`src/rtl/decrypter.sv`:
```
// Iterative 64-bit Feistel block decrypter, receive-side inverse of Encrypter.
// Optional build macro DEC_UNROLL2_EN: two cascaded rounds per clock (latency ROUNDS/2).
module decrypter #(
    parameter int ROUNDS  = 16,
    parameter int KEY_ROT = 4
) (
    input  logic        clk,
    input  logic        rst,
    input  logic        set,
    input  logic [0:63] data_in,
    input  logic [0:63] key_in,
    output logic [0:63] data_out,
    output logic [0:63] key_out,
    output logic        status
);

    localparam int CW = (ROUNDS > 1) ? $clog2(ROUNDS) : 1;
    localparam int unsigned LOAD_ROT = (KEY_ROT * (ROUNDS - 1)) % 64;
    localparam logic [CW-1:0] CNT_START = CW'(ROUNDS - 1);
`ifdef DEC_UNROLL2_EN
    localparam logic [CW-1:0] CNT_LAST = CW'(1);
    localparam logic [CW-1:0] CNT_DEC  = CW'(2);
`else
    localparam logic [CW-1:0] CNT_LAST = CW'(0);
    localparam logic [CW-1:0] CNT_DEC  = CW'(1);
`endif

    typedef enum logic [1:0] {
        ST_IDLE = 2'd0,
        ST_RUN  = 2'd1,
        ST_DONE = 2'd2
    } state_t;

    function automatic logic [63:0] rotl64(input logic [63:0] x, input int unsigned n);
        int unsigned s;
        s = n % 32'd64;
        return (x << s) | (x >> ((32'd64 - s) % 32'd64));
    endfunction

    function automatic logic [63:0] rotr64(input logic [63:0] x, input int unsigned n);
        return rotl64(x, 32'd64 - (n % 32'd64));
    endfunction

    function automatic logic [31:0] f_fn(input logic [31:0] x, input logic [31:0] k);
        return ({x[28:0], x[31:29]} + k) ^ (x >> 5);
    endfunction

    state_t        state_q, state_d;
    logic [31:0]   l_q, l_d, r_q, r_d;
    logic [63:0]   key_q, key_d;
    logic [63:0]   kout_q, kout_d;
    logic [CW-1:0] cnt_q, cnt_d;
    logic          status_q, status_d;

    logic [31:0]   rnd_l_s, rnd_r_s;
    logic [63:0]   key_rot1_s, key_next_s;
    logic [31:0]   l1_s, r1_s;
`ifdef DEC_UNROLL2_EN
    logic [31:0]   rk1_s;
`endif

    // Round datapath: inverse round i from key_q, optionally followed by round i-1.
    always_comb begin
        key_rot1_s = rotr64(key_q, KEY_ROT);
        l1_s       = r_q ^ f_fn(l_q, key_q[63:32]);
        r1_s       = l_q;
`ifdef DEC_UNROLL2_EN
        rk1_s      = key_rot1_s[63:32];
        rnd_l_s    = r1_s ^ f_fn(l1_s, rk1_s);
        rnd_r_s    = l1_s;
        key_next_s = rotr64(key_rot1_s, KEY_ROT);
`else
        rnd_l_s    = l1_s;
        rnd_r_s    = r1_s;
        key_next_s = key_rot1_s;
`endif
    end

    // Next-state logic for the control FSM and all datapath registers.
    always_comb begin
        state_d  = state_q;
        l_d      = l_q;
        r_d      = r_q;
        key_d    = key_q;
        kout_d   = kout_q;
        cnt_d    = cnt_q;
        status_d = status_q;
        case (state_q)
            ST_IDLE, ST_DONE: begin
                if (set) begin
                    l_d      = data_in[0:31];
                    r_d      = data_in[32:63];
                    kout_d   = key_in;
                    key_d    = rotl64(key_in, LOAD_ROT);
                    cnt_d    = CNT_START;
                    status_d = 1'b0;
                    state_d  = ST_RUN;
                end else begin
                    state_d  = state_q;
                end
            end
            ST_RUN: begin
                l_d   = rnd_l_s;
                r_d   = rnd_r_s;
                key_d = key_next_s;
                if (cnt_q == CNT_LAST) begin
                    cnt_d    = {CW{1'b0}};
                    status_d = 1'b1;
                    state_d  = ST_DONE;
                end else begin
                    cnt_d    = cnt_q - CNT_DEC;
                end
            end
            default: begin
                state_d  = ST_IDLE;
                status_d = 1'b0;
            end
        endcase
    end

    // State registers; rst clears everything so no partial result survives an abort.
    always_ff @(posedge clk) begin
        if (rst) begin
            state_q  <= ST_IDLE;
            l_q      <= 32'd0;
            r_q      <= 32'd0;
            key_q    <= 64'd0;
            kout_q   <= 64'd0;
            cnt_q    <= {CW{1'b0}};
            status_q <= 1'b0;
        end else begin
            state_q  <= state_d;
            l_q      <= l_d;
            r_q      <= r_d;
            key_q    <= key_d;
            kout_q   <= kout_d;
            cnt_q    <= cnt_d;
            status_q <= status_d;
        end
    end

    assign data_out = {l_q, r_q};
    assign key_out  = kout_q;
    assign status   = status_q;

endmodule

```
`config.mk`:
```
export PLATFORM = sky130hd
export DESIGN_NAME = decrypter
export DESIGN_NICKNAME = d
export VERILOG_FILES = /design/src/rtl/decrypter.sv
export SDC_FILE = /design/constraint.sdc
export NUM_CORES = 1
export LEC_CHECK = 0
export ABC_AREA = 1
export BUFFER_PORTS_ARGS = -buffer_cell sky130_fd_sc_hd__buf_2
export CAP_MARGIN = 10
export CELL_PAD_IN_SITES_DETAIL_PLACEMENT = 0
export CELL_PAD_IN_SITES_GLOBAL_PLACEMENT = 1
export CORE_ASPECT_RATIO = 1.1
export CORE_MARGIN = 5
export CORE_UTILIZATION = 35
export DETAILED_ROUTE_END_ITERATION = 16
export MAX_ROUTING_LAYER = met4
export PLACE_DENSITY_LB_ADDON = 0.15
export SYNTH_ARGS = -nofsm -noshare
export SYNTH_HDL_FRONTEND = slang
export SYNTH_SLANG_ARGS = --single-unit
```
`constraint.sdc`:
```
create_clock -name clk -period 4.6 [get_ports clk]
set_input_delay 0.92 -clock clk [delete_from_list [all_inputs] [get_ports clk]]
set_output_delay 0.92 -clock clk [all_outputs]
set_load 0.01 [all_outputs]
```
Word-level counts from Yosys, hierarchy flattened
Cells that the tools add are included.
{"block": "totals", "regBits": 199, "input_bits": 131, "output_inout_bits": 129, "elab_cells": 39}
{"block": "classes", "addsub": 2, "n_eq_ne": 4, "muxes": 15, "bitwise_logic": 4, "reduce_logical": 7}
{"cell": "$or A64 B60 Y64", "n": 2}
{"cell": "$pmux W32 S2", "n": 2}
{"cell": "$pmux W64 S2", "n": 1}
{"cell": "$mux W32", "n": 2}
{"cell": "$mux W64", "n": 1}
{"cell": "$add A32 B32 Y32", "n": 1}
{"cell": "$xor A32 B27 Y32", "n": 1}
{"cell": "$xor A32 B32 Y32", "n": 1}
{"cell": "$mux W4", "n": 2}
{"cell": "$pmux W4 S2", "n": 1}
{"cell": "$reduce_and A2 Y1", "n": 3}
{"cell": "$logic_not A4 Y1", "n": 1}
{"cell": "$mux W2", "n": 2}
{"cell": "$ne A2 B2 Y1 const B", "n": 2}
{"cell": "$pmux W2 S2", "n": 1}
{"cell": "$sub A4 B1 Y4 const B", "n": 1}
{"cell": "$eq A2 B1 Y1 const B", "n": 1}
{"cell": "$eq A2 B2 Y1 const B", "n": 1}
{"cell": "$logic_not A2 Y1", "n": 1}
{"cell": "$mux W1", "n": 2}
{"cell": "$pmux W1 S2", "n": 1}
{"cell": "$reduce_bool A2 Y1", "n": 1}
{"cell": "$reduce_or A2 Y1", "n": 1}

Longest topological paths before layout
Gate-level depths: netlist of the first run.
{"block": "depth", "depth_word": 4, "depth_mapped": 15, "depth_no_buf": 15}

Least setup slack after synthesis of the first run
Ideal clock, no wire load.
{"block": "synth_path", "path_type": "reg-to-reg", "start": "reg l_q[29]", "end": "reg l_q[20]", "setup_time_ns": 0.134, "t_arrival_ns": 1.834, "required_time_ns": 4.466, "slack_ns": 2.633, "stages_incl_launch_ff": 14, "n_path_buf": 0, "synth_period_minus_slack_ns": 1.967, "path_cell_list": "dfxtp_1 -> ha_1 -> inv_1 -> fa_1 -> inv_1 -> nand3_1 -> nand3_1 -> nand3_1 -> nand3_1 -> nand2_1 -> nand3b_1 -> nand3_1 -> nand2_1 -> a21oi_1"}
{"block": "synth_via", "elab_chain_len": 4}
{"element": "from (decl)", "line": "49", "source": "logic [31:0] l_q, l_d, r_q, r_d;"}
{"element": "from (signal assigned)", "line": "133", "source": "l_q <= l_d;"}
{"element": "$add A32 B32 Y32", "line": "45", "source": "return ({x[28:0], x[31:29]} + k) ^ (x >> 5);"}
{"element": "$xor A32 B27 Y32", "line": "45"}
{"element": "$xor A32 B32 Y32", "line": "65", "source": "l1_s = r_q ^ f_fn(l_q, key_q[63:32]);"}
{"element": "$pmux W32 S2", "line": "88", "source": "case (state_q)"}
Every way passes these cells.
A chain may end at the register's enable or synchronous reset.

Worst setup path after layout of the first run
{"block": "layout_path", "start": "reg l_q[29]", "end": "reg l_q[28]"}
Same word-level chain as after synthesis.

==> results_dict.tcl, run 1 <==
set metrics [dict create \
    die_area_mm2 0.0331 \
    first_iter_violations 564 \
    cts_tree "yes" \
    skew_ps 13.8 \
    holdPathStages 2 \
    irDropWorstVdd_mv 0.297 \
    yosysMostFrequentCell "nand2_1" \
    io_buffer_count 259 \
    post_synth.cell_area_avg_um2 6.84 \
    grt_pass1_wl_um 58300 \
    max_freq_mhz 350 \
    netlist.area_leader.share 0.383 \
    fin_area_mm2 0.0125 \
    worst_slew_pin_slew_ps 1050 \
    crit_fanout 5 \
    die_h_um 190 \
    post-place-ws_ps 1590 \
    synth-edff-count 0 \
    placementRows 66 \
    clkLatencyLatePin_ps 450 \
    hold_viol_final 0 \
    cts-resized-gates 0 \
    yosysWarnings 0 \
    wl_per_cell_um 17.9 \
    grtUsageTotal 0.231 \
    r2r_start "l_q[29]$_SDFFE_PP0P_" \
    async_reset_ff_frac 0 \
    period_share 0.621 \
    fillers 3242 \
    ctsRootBufferMaster "clkbuf_16" \
    path_clk_slew_ps 80 \
    setup_viol_count_final 0 \
    ios 260 \
    firstDrtPassIters 5 \
    drv_slew 0 \
    crit_arrival_ps 3140 \
    ant_nets 0 \
    start_util 0.352 \
    synth.cell_area_mm2 0.0103 \
    cts_buffers 17 \
    multi_input_area_mm2 0.00557 \
    required_ps 4890 \
    synth_top_flop_cell "dfxtp_1" \
    hpwl_um 28100 \
    yosys.cell_types.count 39 \
    drc 0 \
    grt_overflow 0 \
    leakage_nw 5.89 \
    antenna_found_initial 6 \
    ff_latch_area_mm2 0.00396 \
    rsz0062_at_grt "no" \
    p_per_area_mw_per_mm2 412 \
    layout_min_cycle_time_ps 2860 \
    wl_um 37800 \
    relSlewSlack 0.300 \
    end_kind "register" \
    gp_congestion 0.919 \
    cts.sinks 198 \
    vias 10400 \
    grt_pass1_vias 10500 \
    post_cts_buffers 0 \
    clk_path_buf_depth 2 \
    fin_setup_tns_ps 0 \
    synth_area_leader_cell "dfxtp_1" \
    placed_cell_area_mm2 0.0119 \
    synthTopCellsByCount "nand2_1 (554), dfxtp_1 (198), a21oi_1 (148)" \
    finalPower_mw 5.13 \
    grt_max_degree 93 \
    critPathKind "reg -> reg" \
    vias_per_cell 4.89 \
    postSynthCellCount 1514 \
    syn_nets 1677 \
    regToRegSetupSlack_ps 1740 \
    ys_seq_elements 198 \
    layout.nets 1887 \
    synth_top_cells_by_area "dfxtp_1 (38%), nand2_1 (20%), a21oi_1 (7.2%)" \
    ctsHoldBuffers 0 \
    status "complete, no violations" \
    setup_ws_ps 1740 \
    reg2regPathDepth 13 \
    hold_path_class "reg -> reg" \
    crit_path_start_kind "register" \
    dieWidth_um 174 \
    drive_gt1_frac 0.190 \
    cap_violations 0 \
    fp.coreArea_mm2 0.0294 \
    h-tree-depth 4 \
    hp-start "key_out[28]$_SDFFE_PP0P_" \
    crit_start "l_q[29]$_SDFFE_PP0P_" \
    syn2layout_area_growth_pct 20.4 \
    synth_seq_area_share 0.383 \
]
[area by class of cell]
class | count | share of cell area
tap | 374 | 0.0376
multi-input combinational | 1114 | 0.447
clock buffer | 20 | 0.0359
timing repair buffer | 268 | 0.111
antenna | 6 | 0.00121
clock inverter | 12 | 0.0107
sequential | 198 | 0.318
inverter | 125 | 0.0380
[worst paths after layout]
path | to
worst max register to register | l_q[28]$_SDFFE_PP0P_
worst min-delay path | key_out[28]$_SDFFE_PP0P_
worst min register to register | key_out[28]$_SDFFE_PP0P_
worst max-delay path | l_q[28]$_SDFFE_PP0P_
[flip-flops by register name (all words and copies together), names as in the netlist]
register,count
status,1
state_q,1
r_q,32
cnt_q,4
l_q,32
key_q,64
key_out,64
[routing by layer]
| layer | wire length (um) | GRT usage | up-vias |
|---|---|---|---|
| met5 | 0 | - | - |
| met4 | 620 | 0.0557 | 0 |
| met3 | 1800 | 0.0484 | 31 |
| met2 | 17900 | 0.384 | 222 |
| met1 | 17500 | 0.290 | 4788 |
| li1 | - | - | 5313 |
[cell usage in the layout, fill, tap and decap left out, types with 5 or more instances in the layout]
cell	netlist	routed
xnor2_1	36	36
diode_2	0	6
nand3b_1	5	5
xor2_1	37	37
nand2_1	554	554
clkbuf_16	0	17
inv_1	120	120
nor2_1	78	78
buf_4	1	8
ha_1	31	31
nand3_1	40	40
dfxtp_1	198	198
a221oi_2	6	6
buf_2	31	258
a21o_1	6	6
nand2_2	10	10
a31oi_1	64	64
a21oi_1	148	148
o21ai_0	69	69
[kinds of logic after synthesis]
kind of cell	after synthesis	synth area share
AO/OA/AOI/OAI	309	0.170
AND/OR/NAND/NOR	700	0.267
XOR/XNOR	73	0.0618
flip-flops	198	0.383
buffers and inverters	202	0.0788
adder cells (fa/ha/maj)	32	0.0394
[worst max-delay path, stage by stage (launching register included)]
cell and delay [ps]:
dfxtp_1 630, ha_1 260, inv_1 60, fa_1 420
inv_1 120, nand3_1 70, nand3_1 220, nand3_1 120
nand3_1 260, nand2_1 110, nand3_1 100, nand3_1 140
nand2_1 100, a21oi_1 60
[power by group]
group          leakage [nW]  internal, mW  switching [mW]
Clock                 0.280         0.740           0.768
Combinational          3.98         0.578           0.908
Sequential             1.63          1.90           0.234
Total                  5.89          3.22            1.91
[through the flow]
step | hold slack [ps] | utilization | cells
after floorplan | 445 | - | 1514
after global placement | 446 | 0.403 | 2079
after detailed placement | 451 | 0.403 | 2079
after CTS | 465 | 0.423 | 2111
after global routing | 481 | 0.424 | 2117
final | 460 | 0.424 | 2117
No activity file was read; power rests on OpenSTA's default activity.
==> inputs of run 2 (changes only) <==
--- a/config.mk
+++ b/config.mk
@@ -12,7 +12,7 @@
 export CELL_PAD_IN_SITES_GLOBAL_PLACEMENT = 1
 export CORE_ASPECT_RATIO = 1.1
 export CORE_MARGIN = 5
-export CORE_UTILIZATION = 35
+export CORE_UTILIZATION = 34
 export DETAILED_ROUTE_END_ITERATION = 16
 export MAX_ROUTING_LAYER = met4
 export PLACE_DENSITY_LB_ADDON = 0.15
==> constraint.sdc (replaced) <==
create_clock -name clk -period 2.5 [get_ports clk]
set_input_delay 0.5 -clock clk [delete_from_list [all_inputs] [get_ports clk]]
set_output_delay 0.5 -clock clk [all_outputs]
set_load 0.01 [all_outputs]
==> run 2 against run 1 <==
Compared with the run above: sequential power up 77%; register-to-register slack lost 1400 ps; total power up 92%; global-route usage grew 0.70 points; combinational power increased by 110%; core utilization increased by 0.19 points; largest cell class unchanged; die area rose by 2.8%; hold slack lost 130 ps; non-clock buffer count increased by 34; final area grew 3.4%.
==> results_dict.tcl, run 2 (synthesized netlist as in run 1, its figures left out) <==
set metrics [dict create \
    die_area_mm2 0.0340 \
    drive_gt1_frac 0.208 \
    crit_fanout 4 \
    ios 260 \
    critPathKind "reg -> reg" \
    status "complete, no violations" \
    swShare 0.372 \
    grtUsageTotal 0.238 \
    dieWidth_um 176 \
    layout_min_cycle_time_ps 2180 \
    die_h_um 193 \
    io_buffer_count 259 \
    end_kind "register" \
    path_clk_slew_ps 90 \
    hpwl_um 29700 \
    clk_path_buf_depth 2 \
    crit_arrival_ps 2510 \
    whs_ps 329 \
    relSlewSlack 0.646 \
    vias_per_cell 4.83 \
    hold_viol_final 0 \
    placementRows 67 \
    crit_path_start_kind "register" \
    syn2layout_area_growth_pct 24.5 \
    placed_cells 2153 \
    layout.nets 1921 \
    finalPower_mw 9.84 \
    firstDrtPassIters 5 \
    irDropWorstVdd_mv 0.344 \
    fp.coreArea_mm2 0.0303 \
    worst_slew_pin_slew_ps 531 \
    cts_tree "yes" \
    vias 10600 \
    p_per_area_mw_per_mm2 764 \
    gp_congestion 0.907 \
    grt_pass1_vias 10700 \
    p_int_mw 6.18 \
    skew_ps 12.1 \
    rsz0062_at_grt "no" \
    wl_per_cell_um 18.3 \
    cts.sinks 198 \
    fillers 3309 \
    leakage_nw 6.12 \
    hold_path_class "in -> reg" \
    grt_max_degree 99 \
    fin_cells 2192 \
    start_util 0.342 \
    final_cell_mix "nand2_1 (554), buf_2 (258), dfxtp_1 (197)" \
    ant_nets 0 \
    wl_um 40000 \
    h-tree-depth 4 \
    max_freq_mhz 458 \
    fin_setup_tns_ps 0 \
    ctsRootBufferMaster "clkbuf_16" \
    antenna_found_initial 7 \
    first_iter_violations 709 \
    cap_violations 0 \
    setup_viol_count_final 0 \
    p_comb_frac 0.317 \
    grt_overflow 0 \
    post_cts_buffers 0 \
    clkPwrFrac 0.298 \
    seqPwrFrac 0.385 \
    final_common_cell "nand2_1" \
    drv_slew 0 \
    drc 0 \
    period_share 0.873 \
    grt_pass1_wl_um 60800 \
    required_ps 2830 \
    clkLatencyLatePin_ps 450 \
    p_switching_mw 3.66 \
    cts_buffers 17 \
]
==> run 2: cell types whose count changed in the layout (fill, tap and decap cells not counted) <==
cell / delta
clkinv_8: -1
clkinv_2: +1
diode_2: +1
nand3_2: +2
dfxtp_1: -1
inv_8: +2
buf_12: +6
bufinv_16: +1
buf_4: +28
clkbuf_1: -2
inv_6: -2
nand3_1: -2
dfxtp_2: +1
clkbuf_8: +1
==> run 2: area by class of cell <==
cell class / count / area (um2) / share of cell area
timing repair buffer: 302 / 1710 / 0.133
inverter: 125 / 473 / 0.0367
antenna: 7 / 17.5 / 0.00136
clock inverter: 13 / 158 / 0.0122
sequential: 198 / 3970 / 0.308
clock buffer: 19 / 453 / 0.0352
tap: 414 / 518 / 0.0402
multi-input combinational: 1114 / 5580 / 0.434
==> run 2: per-stage QoR <==
stage          area, um2   util  setup slack (ps)
6_report           12900  0.426               317
5_1_grt            12900  0.426              64.0
4_1_cts            12900  0.425              47.1
3_5_place_dp       12200  0.405              73.6
3_3_place_gp       12200  0.405              53.7
2_1_floorplan      10300      -               533
==> run 2: final timing paths <==
check,startpoint,to,slack [ps],cells past startpoint
max,l_q[29]$_SDFFE_PP0P_,l_q[20]$_SDFFE_PP0P_,320,13
min,key_in[55],key_out[55]$_SDFFE_PP0P_,330,3
max reg2reg,l_q[29]$_SDFFE_PP0P_,l_q[20]$_SDFFE_PP0P_,320,13
min reg2reg,key_out[51]$_SDFFE_PP0P_,key_out[51]$_SDFFE_PP0P_,460,2
==> run 2: what timing repair did <==
action | in CTS | in global routing
endpoints found under the setup margin | 0 | 4
hold buffers | 0 | 0
hold endpoints to repair | 0 | 0
resized for setup | 0 | 3
==> run 2: power by group through the flow <==
stage	clock [mW]	combinational [mW]	sequential, mW
finish	2.93	3.12	3.79
detailed placement	0	3.14	3.86
CTS	3.00	3.15	3.79
global route	3.13	3.46	3.83
floorplan	0	1.84	3.94
global placement	0	3.14	3.85
==> run 2: per-layer routing <==
layer  vias up  track usage  part of all wire
li1       5376            -                 -
met2       244        0.380              0.46
met5         -            -                 0
met4         0       0.0646             0.024
met1      4913        0.308              0.46
met3        45       0.0521             0.053
==> run 2: worst max-delay path: stages (launching register included) <==
cell and delay [ps]:
dfxtp_2 410, ha_1 190, inv_1 50, fa_1 400, inv_1 110, nand3_1 90, nand3_2 120, nand3_1 100
nand3_2 170, nand2_1 100, nand3b_1 90, nand3_1 110, nand2_1 80, a21oi_1 50
==> inputs of run 3 (changes only) <==
--- a/config.mk
+++ b/config.mk
@@ -16,6 +16,7 @@
 export DETAILED_ROUTE_END_ITERATION = 16
 export MAX_ROUTING_LAYER = met4
 export PLACE_DENSITY_LB_ADDON = 0.15
+export RECOVER_POWER = 50
 export SYNTH_ARGS = -nofsm -noshare
 export SYNTH_HDL_FRONTEND = slang
 export SYNTH_SLANG_ARGS = --single-unit
==> run 3 against run 2 <==
Compared with the run above: non-clock buffer count stayed put; clock power hardly changed; via count is 0.12% higher; register-to-register slack hardly changed; sequential power hardly changed; fmax is 0.35% higher; hold slack worse by 0.90 ps; largest power group unchanged; highest routed layer unchanged.
==> results_dict.tcl, run 3 (synthesized netlist as in run 1, its figures left out) <==
set metrics [dict create \
    end_kind "register" \
    status "complete, no violations" \
    relSlewSlack 0.221 \
    syn2layout_area_growth_pct 23.2 \
    gp_congestion 0.907 \
    grtUsageTotal 0.238 \
    placed_cell_area_mm2 0.0122 \
    dieWidth_um 176 \
    final_common_cell "nand2_1" \
    critPathKind "reg -> reg" \
    p_int_mw 6.14 \
    crit_path_frequent_cell "nand3_1" \
    placementRows 67 \
    cp.buffers_inverters 2 \
    crit_path_cell_trace "ha_1 -> inv_1 -> fa_1 -> inv_1 -> nand3_1 -> nand3_2 -> nand3_1 -> nand3_2 -> nand2_1 -> nand3b_1 -> nand3_1 -> nand2_1 -> a21oi_1" \
    p_comb_frac 0.314 \
    clkPwrFrac 0.299 \
    slowest_delay_ps 410 \
    ios 260 \
    grt_overflow 0 \
    fin_setup_tns_ps 0 \
    skew_ps 12.8 \
    p_per_area_mw_per_mm2 768 \
    clk_path_buf_depth 2 \
    crit_family "simple AND/OR/NAND/NOR gates" \
    grt_pass1_vias 10700 \
    cap_violations 0 \
    vias_per_cell 4.83 \
    fp.coreArea_mm2 0.0303 \
    antenna_found_initial 7 \
    h-tree-depth 4 \
    seqPwrFrac 0.387 \
    wl_um 40000 \
    layout_min_cycle_time_ps 2180 \
    first_iter_violations 684 \
    path_clk_slew_ps 90 \
    layout.nets 1921 \
    placed_cells 2153 \
    ctsRootBufferMaster "clkbuf_16" \
    fin_cells 2192 \
    ant_nets 0 \
    hpwl_um 29700 \
    start_util 0.342 \
    setup_ws_ps 325 \
    drive_gt1_frac 0.162 \
    drv_slew 0 \
    cts_tree "yes" \
    crit_slowest_cell "dfxtp_1" \
    irDropWorstVdd_mv 0.344 \
    clkLatencyLatePin_ps 450 \
    post-place-ws_ps 73.6 \
    fillers 3329 \
    drc 0 \
    crit_path_start_kind "register" \
    worst_slew_pin_slew_ps 1170 \
    grt_pass1_wl_um 60800 \
    crit_arrival_ps 2510 \
    cts.sinks 198 \
    wl_per_cell_um 18.2 \
    grt_max_degree 99 \
    hold_viol_final 0 \
    leakage_nw 5.79 \
    swShare 0.373 \
    crit_fanout 4 \
    final_cell_mix "nand2_1 (554), dfxtp_1 (197), buf_2 (177)" \
    period_share 0.870 \
    hold_path_class "in -> reg" \
    required_ps 2830 \
    die_h_um 193 \
    p_switching_mw 3.65 \
    max_freq_mhz 460 \
    cts_buffers 17 \
    die_area_mm2 0.0340 \
    vias 10600 \
    io_buffer_count 259 \
    firstDrtPassIters 7 \
    finalPower_mw 9.79 \
    setup_viol_count_final 0 \
    fin_area_mm2 0.0127 \
    rsz0062_at_grt "no" \
]
## run 3: layout make-up
cell class,count,area (um2),share of cell area
Sequential cell,198,3970,0.311
Tap cell,414,518,0.0406
Timing Repair Buffer,302,1590,0.124
Clock inverter,13,158,0.0124
Inverter,125,473,0.0371
Multi-Input combinational cell,1114,5580,0.437
Clock buffer,19,453,0.0355
Antenna cell,7,17.5,0.00137
## run 3: worst register-to-register path, stage by stage, from the launching register on
cell and delay, ps:
dfxtp_1 410, ha_1 200, inv_1 50, fa_1 400, inv_1 110, nand3_1 90, nand3_2 120, nand3_1 100
nand3_2 170, nand2_1 100, nand3b_1 90, nand3_1 100, nand2_1 80, a21oi_1 50
## run 3: layer usage
layer  vias to the layer above  part of all wire  GRT usage
li1                       5382                 -          -
met1                      4916              0.46      0.308
met2                       251              0.46      0.380
met3                        42             0.054     0.0521
met4                         0             0.023     0.0646
met5                         -                 0          -
## run 3: final timing paths
| check | from | end | slack [ps] | cells past startpoint |
|---|---|---|---|---|
| worst max-delay path | key_q[32]$_SDFFE_PP0P_ | l_q[20]$_SDFFE_PP0P_ | 320 | 13 |
| worst min register to register | key_out[51]$_SDFFE_PP0P_ | key_out[51]$_SDFFE_PP0P_ | 460 | 2 |
| worst max register to register | key_q[32]$_SDFFE_PP0P_ | l_q[20]$_SDFFE_PP0P_ | 320 | 13 |
| worst min-delay path | key_in[39] | key_out[39]$_SDFFE_PP0P_ | 330 | 3 |
## run 3: power groups by stage
stage / clock network (mW) / registers (mW) / logic, mW
floorplan: 0 / 3.94 / 1.84
global placement: 0 / 3.85 / 3.14
detailed placement: 0 / 3.86 / 3.14
CTS: 3.00 / 3.79 / 3.15
global route: 3.13 / 3.83 / 3.42
finish: 2.93 / 3.79 / 3.07
## run 3: metrics by stage
step | util | hold WS, ps
after global placement | 0.405 | 446
final | 0.421 | 328
after floorplan | - | 445
after detailed placement | 0.405 | 449
after CTS | 0.425 | 306
after global routing | 0.421 | 321
## run 3: what timing repair did
item,4_1_cts,5_1_grt
hold buffers,0,0
setup buffers,0,0
hold endpoints to repair,0,0
setup endpoints to repair,0,4
gates resized for setup,0,3
